File: src/rtl/alu_exec_unit_if.sv
// Handshake bundle between the controller stage, the ALU and the next stage.
// master drives the op/operands and out_ready; slave returns the result fields.
interface alu_exec_unit_if #(
  parameter int WIDTH = 4
);
  logic               in_valid;
  logic               in_ready;
  logic [3:0]         controller;
  logic [WIDTH-1:0]   a;
  logic [WIDTH-1:0]   b;
  logic               carry_in;
  logic               out_valid;
  logic               out_ready;
  logic [2*WIDTH-1:0] result;
  logic [WIDTH-1:0]   remainder;
  logic               carry_out;
  logic               div_by_zero;
  logic               illegal_op;

  modport master (
    output in_valid, controller, a, b, carry_in, out_ready,
    input  in_ready, out_valid, result, remainder,
    input  carry_out, div_by_zero, illegal_op
  );

  modport slave (
    input  in_valid, controller, a, b, carry_in, out_ready,
    output in_ready, out_valid, result, remainder,
    output carry_out, div_by_zero, illegal_op
  );
endinterface

File: src/rtl/alu_exec_unit.sv
// ALU execute stage: 1-cycle logic/ADD/SUB, WIDTH-step shift-add MUL and
// restoring DIV. Ports: clock, reset (async, low), bus (slave handshake).
module alu_exec_unit #(
  parameter int WIDTH = 4
) (
  input  logic           clock,
  input  logic           reset,
  alu_exec_unit_if.slave bus
);
  localparam int CW = (WIDTH > 1) ? $clog2(WIDTH) : 1;
  localparam logic [CW-1:0] LAST = CW'(WIDTH - 1);

  localparam logic [3:0] OP_AND  = 4'd0;
  localparam logic [3:0] OP_NAND = 4'd1;
  localparam logic [3:0] OP_OR   = 4'd2;
  localparam logic [3:0] OP_NOR  = 4'd3;
  localparam logic [3:0] OP_XOR  = 4'd4;
  localparam logic [3:0] OP_XNOR = 4'd5;
  localparam logic [3:0] OP_NOT  = 4'd6;
  localparam logic [3:0] OP_ADD  = 4'd7;
  localparam logic [3:0] OP_SUB  = 4'd8;
  localparam logic [3:0] OP_MUL  = 4'd9;
  localparam logic [3:0] OP_DIV  = 4'd10;

  typedef enum logic [1:0] {IDLE, ITER, DONE} state_e;

  state_e             state_q, state_d;
  logic               mul_q, mul_d;
  logic [WIDTH-1:0]   m_q, m_d;
  logic [2*WIDTH-1:0] acc_q, acc_d;
  logic [CW-1:0]      cnt_q, cnt_d;
  logic [2*WIDTH-1:0] res_q, res_d;
  logic [WIDTH-1:0]   rem_q, rem_d;
  logic               co_q, co_d;
  logic               dbz_q, dbz_d;
  logic               ill_q, ill_d;

  logic [WIDTH-1:0]   lres;
  logic [WIDTH:0]     add_s, sub_s;
  logic [WIDTH:0]     mul_s, div_sh, div_t;
  logic               accept;

  assign accept = bus.in_valid && (state_q == IDLE);

  assign add_s = {1'b0, bus.a} + {1'b0, bus.b}
               + (WIDTH+1)'(bus.carry_in);
  // Bit WIDTH of the difference is the borrow (a < b + carry_in).
  assign sub_s = {1'b0, bus.a} - {1'b0, bus.b}
               - (WIDTH+1)'(bus.carry_in);

  // MUL: acc = {partial high, remaining multiplier}; add then shift right.
  assign mul_s = {1'b0, acc_q[2*WIDTH-1:WIDTH]}
               + (acc_q[0] ? {1'b0, m_q} : '0);
  // DIV: acc = {partial remainder, dividend/quotient}; shift left, trial.
  assign div_sh = {acc_q[2*WIDTH-1:WIDTH], acc_q[WIDTH-1]};
  assign div_t  = div_sh - {1'b0, m_q};

  always_comb begin
    state_d = state_q;
    mul_d   = mul_q;
    m_d     = m_q;
    acc_d   = acc_q;
    cnt_d   = cnt_q;
    res_d   = res_q;
    rem_d   = rem_q;
    co_d    = co_q;
    dbz_d   = dbz_q;
    ill_d   = ill_q;
    lres    = '0;
    unique case (state_q)
      IDLE: begin
        if (accept) begin
          state_d = DONE;
          cnt_d   = '0;
          rem_d   = '0;
          co_d    = 1'b0;
          dbz_d   = 1'b0;
          ill_d   = 1'b0;
          unique case (bus.controller)
            OP_AND:  lres = bus.a & bus.b;
            OP_NAND: lres = ~(bus.a & bus.b);
            OP_OR:   lres = bus.a | bus.b;
            OP_NOR:  lres = ~(bus.a | bus.b);
            OP_XOR:  lres = bus.a ^ bus.b;
            OP_XNOR: lres = ~(bus.a ^ bus.b);
            OP_NOT:  lres = ~bus.a;
            OP_ADD: begin
              lres = add_s[WIDTH-1:0];
              co_d = add_s[WIDTH];
            end
            OP_SUB: begin
              lres = sub_s[WIDTH-1:0];
              co_d = sub_s[WIDTH];
            end
            OP_MUL: begin
              state_d = ITER;
              mul_d   = 1'b1;
              m_d     = bus.a;
              acc_d   = {{WIDTH{1'b0}}, bus.b};
            end
            OP_DIV: begin
              if (bus.b == '0) begin
                lres  = '1;
                rem_d = bus.a;
                dbz_d = 1'b1;
              end else begin
                state_d = ITER;
                mul_d   = 1'b0;
                m_d     = bus.b;
                acc_d   = {{WIDTH{1'b0}}, bus.a};
              end
            end
            default: ill_d = 1'b1;
          endcase
          res_d = {{WIDTH{1'b0}}, lres};
        end
      end
      ITER: begin
        cnt_d = cnt_q + CW'(1);
        if (mul_q) begin
          acc_d = {mul_s, acc_q[WIDTH-1:1]};
        end else if (!div_t[WIDTH]) begin
          acc_d = {div_t[WIDTH-1:0], acc_q[WIDTH-2:0], 1'b1};
        end else begin
          acc_d = {div_sh[WIDTH-1:0], acc_q[WIDTH-2:0], 1'b0};
        end
        if (cnt_q == LAST) begin
          state_d = DONE;
          if (mul_q) begin
            res_d = acc_d;
          end else begin
            res_d = {{WIDTH{1'b0}}, acc_d[WIDTH-1:0]};
            rem_d = acc_d[2*WIDTH-1:WIDTH];
          end
        end
      end
      DONE: begin
        if (bus.out_ready) state_d = IDLE;
      end
      default: state_d = IDLE;
    endcase
  end

  always_ff @(posedge clock or negedge reset) begin
    if (!reset) begin
      state_q <= IDLE;
      mul_q   <= 1'b0;
      m_q     <= '0;
      acc_q   <= '0;
      cnt_q   <= '0;
      res_q   <= '0;
      rem_q   <= '0;
      co_q    <= 1'b0;
      dbz_q   <= 1'b0;
      ill_q   <= 1'b0;
    end else begin
      state_q <= state_d;
      mul_q   <= mul_d;
      m_q     <= m_d;
      acc_q   <= acc_d;
      cnt_q   <= cnt_d;
      res_q   <= res_d;
      rem_q   <= rem_d;
      co_q    <= co_d;
      dbz_q   <= dbz_d;
      ill_q   <= ill_d;
    end
  end

  assign bus.in_ready    = (state_q == IDLE);
  assign bus.out_valid   = (state_q == DONE);
  assign bus.result      = res_q;
  assign bus.remainder   = rem_q;
  assign bus.carry_out   = co_q;
  assign bus.div_by_zero = dbz_q;
  assign bus.illegal_op  = ill_q;
endmodule

File: src/flat_wrapper.sv
// flat-port wrapper written by rule: the top's interface ports become plain ports
module alu_exec_unit_flat 
#(
  parameter int WIDTH = 4
)
  (clock, reset, bus_in_valid, bus_controller, bus_a, bus_b, bus_carry_in, bus_out_ready, bus_in_ready, bus_out_valid, bus_result, bus_remainder, bus_carry_out, bus_div_by_zero, bus_illegal_op);
  alu_exec_unit_if #(.WIDTH(WIDTH)) bus_i ();
  input  logic clock;
  input  logic reset;
  input wire logic [$bits(bus_i.in_valid)-1:0] bus_in_valid;
  input wire logic [$bits(bus_i.controller)-1:0] bus_controller;
  input wire logic [$bits(bus_i.a)-1:0] bus_a;
  input wire logic [$bits(bus_i.b)-1:0] bus_b;
  input wire logic [$bits(bus_i.carry_in)-1:0] bus_carry_in;
  input wire logic [$bits(bus_i.out_ready)-1:0] bus_out_ready;
  output wire logic [$bits(bus_i.in_ready)-1:0] bus_in_ready;
  output wire logic [$bits(bus_i.out_valid)-1:0] bus_out_valid;
  output wire logic [$bits(bus_i.result)-1:0] bus_result;
  output wire logic [$bits(bus_i.remainder)-1:0] bus_remainder;
  output wire logic [$bits(bus_i.carry_out)-1:0] bus_carry_out;
  output wire logic [$bits(bus_i.div_by_zero)-1:0] bus_div_by_zero;
  output wire logic [$bits(bus_i.illegal_op)-1:0] bus_illegal_op;
  assign bus_i.in_valid = bus_in_valid;
  assign bus_i.controller = bus_controller;
  assign bus_i.a = bus_a;
  assign bus_i.b = bus_b;
  assign bus_i.carry_in = bus_carry_in;
  assign bus_i.out_ready = bus_out_ready;
  assign bus_in_ready = bus_i.in_ready;
  assign bus_out_valid = bus_i.out_valid;
  assign bus_result = bus_i.result;
  assign bus_remainder = bus_i.remainder;
  assign bus_carry_out = bus_i.carry_out;
  assign bus_div_by_zero = bus_i.div_by_zero;
  assign bus_illegal_op = bus_i.illegal_op;
  alu_exec_unit #(.WIDTH(WIDTH)) u_core (.clock(clock), .reset(reset), .bus(bus_i));
endmodule
File: config.mk
export PLATFORM = sky130hd
export DESIGN_NAME = alu_exec_unit_flat
export DESIGN_NICKNAME = d
export VERILOG_FILES = /design/src/rtl/alu_exec_unit_if.sv /design/src/rtl/alu_exec_unit.sv /design/src/flat_wrapper.sv
export SDC_FILE = /design/constraint.sdc
export NUM_CORES = 1
export LEC_CHECK = 0
export CAP_MARGIN = 40
export CORE_ASPECT_RATIO = 0.75
export CORE_MARGIN = 3
export CORE_UTILIZATION = 40
export DETAILED_ROUTE_END_ITERATION = 10
export SETUP_SLACK_MARGIN = 0.5
export SYNTH_ARGS = -nofsm -noshare
export SYNTH_HDL_FRONTEND = slang
export SYNTH_SLANG_ARGS = --single-unit
File: constraint.sdc
create_clock -name clock -period 5.15 [get_ports clock]
set_input_delay 0.7725 -clock clock [delete_from_list [all_inputs] [get_ports clock]]
set_output_delay 0.7725 -clock clock [all_outputs]
set_load 0.02 [all_outputs]
Word-level counts from Yosys, hierarchy flattened
Index checks and enable logic that the tools add are counted.
- $add $sub $neg: 7
- equal/unequal tests: 20
- multiplexer cells: 35
- bitwise operators: 7
- reductions and logical operators: 14
- operators with widths (cell ; number):
    $mux 8 ; 7
    $pmux 8 s2 ; 3
    $pmux 4 s10 ; 1
    $mux 4 ; 8
    $eq 4x3->1 const B ; 4
    $not 4->4 ; 4
    $pmux 4 s2 ; 2
    $eq 4x4->1 const B ; 3
    $reduce_and 4->1 ; 3
    $reduce_or 11->1 ; 1
    $mux 2 ; 5
    $eq 4x2->1 const B ; 2
    $logic_not 4->1 ; 2
    $pmux 2 s2 ; 2
    $ne 2x2->1 const B ; 3
    $pmux 2 s3 ; 1
    $reduce_and 3->1 ; 2
    $add 4x4->5 ; 1
    $add 4x5->5 ; 1
    $add 5x1->5 ; 1
    $sub 4x4->5 ; 1
    $sub 5x1->5 ; 1
    $sub 5x4->5 ; 1
    $and 4x4->4 ; 1
    15 further kinds ; 23
- flip-flop bits (word level): 32
- bits of input ports: 17
- output and inout bits: 17
- logic and storage cells: 93

Logic depth before layout (Yosys ltp)
- word-level depth: 6
- mapped depth: 9
- depth with buffers taken out: 9

Least setup slack after synthesis
No wires, ideal clock.
- path kind: input-to-reg
- start point: input port bus_carry_in
- end point: register u_core.res_q[2], in the netlist u_core.bus.result[2]
- library setup time: 135 ps
- arrival: 2364 ps
- data required time: 5015 ps
- setup slack: 2651 ps
- cell stages on the path: 8
- path buffers: 0
- cells stage by stage: inv_1 fa_1 fa_1 xnor2_1 a31oi_1 o21ai_0 a221oi_1 o31ai_1
- cells in the longest elaborated chain, start to end: 4
- elaborated cells between the ends (all ways): 5
- classes of those cells: add/sub (2); mux (3)
- RTL lines (item ; line ; text):
    start, declared ; flat_wrapper.sv:14 ; input wire logic [$bits(bus_i.carry_in)-1:0] bus_carry_in;
    $sub 5x1->5 / $add 5x1->5 (equally long branches) ; alu_exec_unit.sv:49, alu_exec_unit.sv:46 ;
    $pmux 4 s10 (*) ; alu_exec_unit.sv:79 ; unique case (bus.controller)
    $mux 8 (*) ; alu_exec_unit.sv:72 ; if (accept) begin
    $pmux 8 s2 (*) ; alu_exec_unit.sv:70 ; unique case (state_q)
    end signal, assigned ; alu_exec_unit.sv:162 ; res_q <= res_d;
    end, declared ; alu_exec_unit.sv:32 ; logic [2*WIDTH-1:0] res_q, res_d;
Every way passes the cells marked *; elsewhere a longest branch is shown, timed or not. The select of a mux whose other input is x is not followed.
A chain may end at the register's enable or synchronous reset.

Final worst setup path
- start point: input port bus_b[0]
- end point: register u_core.res_q[2], in the netlist u_core.bus.result[2]
- cells in the longest elaborated chain, start to end: 5
- elaborated cells between the ends (all ways): 9
- classes of those cells: add/sub (4); mux (4); reduce/logical (1)
- RTL lines (item ; line ; text):
    start, declared ; flat_wrapper.sv:13 ; input wire logic [$bits(bus_i.b)-1:0] bus_b;
    $sub 4x4->5 (tied with other cells) ; alu_exec_unit.sv:48 ; assign sub_s = {1'b0, bus.a} - {1'b0, bus.b}
    $sub 5x1->5 (tied with other cells) ; alu_exec_unit.sv:49 ; - (WIDTH+1)'(bus.carry_in);
    $pmux 4 s10 (*) ; alu_exec_unit.sv:79 ;
    $mux 8 (*) ; alu_exec_unit.sv:72 ;
    $pmux 8 s2 (*) ; alu_exec_unit.sv:70 ;
Marked as above.

==> out/qor_table.md <==
| Metric | This run |
| --- | --- |
| Result of the run | completed |
| Worst slack at placement | 1.78 ns |
| Ranking of synthesized cells by area | sky130_fd_sc_hd__dfrtp_1 (29%), sky130_fd_sc_hd__ha_1 (10%), sky130_fd_sc_hd__nand2_1 (4.5%), sky130_fd_sc_hd__fa_1 (4.3%), sky130_fd_sc_hd__a21oi_1 (3.8%) |
| Area added between synthesis and finish | 15.9% |
| Number of gates resized after CTS | 0 |
| Worst VDD drop | 191 uV |
| CTS clk-pin slew, worst paths | 0.07 ns |
| Cell mode on critical path | sky130_fd_sc_hd__fa_1 |
| Setup repair after global routing missed its margin | false |
| Length of the first detailed-routing pass in iterations | 4 |
| Synthesized area | 0.00278 mm2 |
| Number of synthesized flops with an enable pin | 0 |
| WS Path Type | input pin to register |
| Top cell family by delay on the critical path | adder cells |
| Leak | 0.00144 uW |
| Wire length per cell after detailed routing | 16.9 um |
| Total negative slack for setup checks | 0 ns |
| Dominant register cell in the synthesized netlist | sky130_fd_sc_hd__dfrtp_1 |
| Net count of the finished layout | 392 |
| Flops & latches, synth | 32 |
| Vert. Die Dim | 78.2 um |
| Cell area reported after detailed placement | 0.00311 mm2 |
| Leading cell type by number of instances after synthesis | sky130_fd_sc_hd__nand2_1 |
| Largest net degree at the start of global routing | 33 |
| Crit-path max FO | 5 |
| # diodes | 0 |
| DRC violations left | 0 |
| Buffers inserted during post-CTS setup optimization | 0 |
| DRT Wirelength | 7220 um |
| Synth Instances | 322 |
| Finish-stage setup viols | 0 |
| Clock tree from TritonCTS | done |
| Count of buffering cells on the critical path with inverters included | 2 |
| RePlAce Congestion | 0.875 |
| Cell row count | 25 |
| CP Capture Type | register |
| Share of the core filled with cells | 0.496 |
| Worst clock skew | 0.00618 ns |
| Post-layout power | 1270 uW |
| Initial antenna violation count | 0 |
| Final min period | 3.07 ns |
| Slowest-stage cell, CP | sky130_fd_sc_hd__clkdlybuf4s50_1 |
| CTS hold repair buffers | 0 |
| Area share of the largest cell type after synthesis | 0.288 |
| Clock insertion delay at the later pin of the skew report | 0.29 ns |
| Min-Delay Path Class | register to register |
| Wire length of the first global-routing pass | 12,300 um |
| Standard cell core area | 0.00651 mm2 |
| Share of synthesized area occupied by flip-flops and latches | 0.288 |
| Number of max-capacitance violations reported | 0 |
| Sort of element at the start of the critical path | input pin |
| Top achievable clock speed | 326 MHz |
| Die Wd | 102 um |
| Post-synth cell types | 62 |
| Final hold violation count | 0 |
| Pwr per Cell Area | 395 mW/mm2 |
| Fillers | 622 |
| Effective utilization at floorplan | 0.428 |
| Share of layout cells above drive strength 1 | 0.0692 |
| Slew headroom | 0.555 |
| Worst-margin pin slew | 0.666 ns |
| All-layer global routing usage | 0.197 |
| Global route total overflow | 0 |
| DRT antenna net count | 0 |
| Post-DP HPWL | 5610 um |
| Mean area per synthesized cell | 8.64 um2 |
| Share of async-settable or async-resettable flops after synthesis | 1.00 |
| Area of the die | 0.00800 mm2 |
| DR vias | 2,355 |
| Data required time of the critical path | 5.31 ns |
| Startpoint of the worst register-to-register path | u_core.acc_q[3] |
| Biggest area consumer among synthesized cells | sky130_fd_sc_hd__dfrtp_1 |
| Number of buffers on the longest clock path | 2 |
| Number of top-level design ports | 34 |
| Critical path cell sequence | clkdlybuf4s50_1 > inv_1 > fa_1 > fa_1 > xnor2_1 > a31oi_1 > o21ai_0 > a221oi_1 > o31ai_1 |
| Number of global-route vias before repair | 2,312 |
| Syn_nets | 368 |
| Worst setup path startpoint | bus_b[0] |
| Number of warnings printed during yosys synthesis | 0 |
| Register-to-register setup slack | 2.70 ns |
| Setup slack of the critical path after layout | 2.08 ns |
| Final count of pins violating max slew | 0 |
| Final period utilization | 0.595 |
| Min-Delay Startpoint | u_core.bus.result[7] |
| Final instance area | 0.00322 mm2 |
| Cts bufs inserted | 5 |
| Violation count after the first detailed-route iteration | 167 |
| Via-to-Cell Ratio | 5.50 |
| Sinks on Clock Net | 32 |
| Max incr delay on CP | 0.61 ns |
| Number of buffers added on ports | 33 |
| H-tree levels | 2 |
| Clk Tree Root Cell | sky130_fd_sc_hd__clkbuf_8 |
| Arrival time worst endpoint | 3.23 ns |
| Top cells by count, synth | sky130_fd_sc_hd__nand2_1 (33), sky130_fd_sc_hd__dfrtp_1 (32), sky130_fd_sc_hd__nor2_1 (27) |
-- worst paths after layout --
check,to,depth (start not counted)
worst max-delay path,u_core.bus.result[2],9
worst min-delay path,u_core.bus.result[7],2
worst max register to register,u_core.bus.remainder[1],9
worst min register to register,u_core.bus.result[7],2
max in group asynchronous,u_core.m_q[3],2
min in group asynchronous,u_core.bus.remainder[3],2
-- power breakdown --
part           internal, uW  switching [uW]
Clock                   143             100
Combinational           282             338
Sequential              327            84.6
Total                   752             523
-- state kept, by name, summed over array words and instances, names as in the netlist --
signal and cells:
u_core.bus.div_by_zero 1, u_core.state_q 2, u_core.bus.remainder 4, u_core.mul_q 1
u_core.bus.carry_out 1, u_core.bus.illegal_op 1, u_core.m_q 4, u_core.bus.result 8
u_core.acc_q 8, u_core.cnt_q 2
-- worst min-delay path, cell delays in order (launching register included) --
cell	delay, ns
sky130_fd_sc_hd__dfrtp_1	0.34
sky130_fd_sc_hd__nand2_1	0.05
sky130_fd_sc_hd__nand2_1	0.05
-- kinds of logic (layout without fill, tap and decap cells) --
family | Yosys count | after routing | share of synthesized area
DFF | 32 | 32 | 0.288
muxes | 14 | 14 | 0.0531
buffers and inverters | 40 | 65 | 0.0711
and+or+nand+nor | 100 | 100 | 0.178
xor gates and xnor gates | 12 | 12 | 0.0378
AOI/OAI and AO/OA | 95 | 95 | 0.226
adders and majority gates | 29 | 29 | 0.147
-- final cells by class --
| cell class | count | area, um2 | share of cell area |
|---|---|---|---|
| Timing Repair Buffer | 35 | 345 | 0.107 |
| Tap cell | 81 | 101 | 0.0314 |
| Clock buffer | 5 | 68.8 | 0.0213 |
| Multi-Input combinational cell | 250 | 1780 | 0.553 |
| Inverter | 22 | 82.6 | 0.0256 |
| Clock inverter | 3 | 42.5 | 0.0132 |
| Sequential cell | 32 | 801 | 0.248 |
-- per-stage QoR --
step	hold WS, ns	cells
detailed placement	0.463	420
CTS	0.480	428
global placement	0.461	420
floorplan	0.462	322
global route	0.502	428
finish	0.474	428
-- layer usage --
layer  part of all wire  global-route usage  vias to the layer above
met3              0.071              0.0471                        6
li1                   -                   -                     1182
met1               0.53               0.325                     1091
met2               0.39               0.255                       76
met4             0.0055              0.0354                        0
met5                  0                   0                        -
-- layout by cell type (no fill, tap or decap), types with 3 or more instances in the layout --
cell                              Yosys  final
sky130_fd_sc_hd__nand2_1             33     33
sky130_fd_sc_hd__mux2i_1              8      8
sky130_fd_sc_hd__xnor2_1             11     11
sky130_fd_sc_hd__and3_1               3      3
sky130_fd_sc_hd__nor2b_1              3      3
sky130_fd_sc_hd__o31ai_1              4      4
sky130_fd_sc_hd__a31oi_1              9      9
sky130_fd_sc_hd__clkbuf_8             0      5
sky130_fd_sc_hd__mux2_2               4      4
sky130_fd_sc_hd__inv_1               22     22
sky130_fd_sc_hd__nand2b_1             5      5
sky130_fd_sc_hd__nand3_1              6      6
sky130_fd_sc_hd__nor2_1              27     27
sky130_fd_sc_hd__o21ai_0             20     20
sky130_fd_sc_hd__dfrtp_1             32     32
sky130_fd_sc_hd__nor3_1               3      3
sky130_fd_sc_hd__o21bai_1             3      3
sky130_fd_sc_hd__o21ai_1              4      4
sky130_fd_sc_hd__fa_1                 6      6
sky130_fd_sc_hd__a21o_1               5      5
sky130_fd_sc_hd__ha_1                23     23
sky130_fd_sc_hd__a21oi_1             21     21
sky130_fd_sc_hd__a211oi_1             6      6
sky130_fd_sc_hd__clkdlybuf4s50_1      0     33
sky130_fd_sc_hd__and2_1               4      4
No activity file was read; power rests on OpenSTA's default activity.
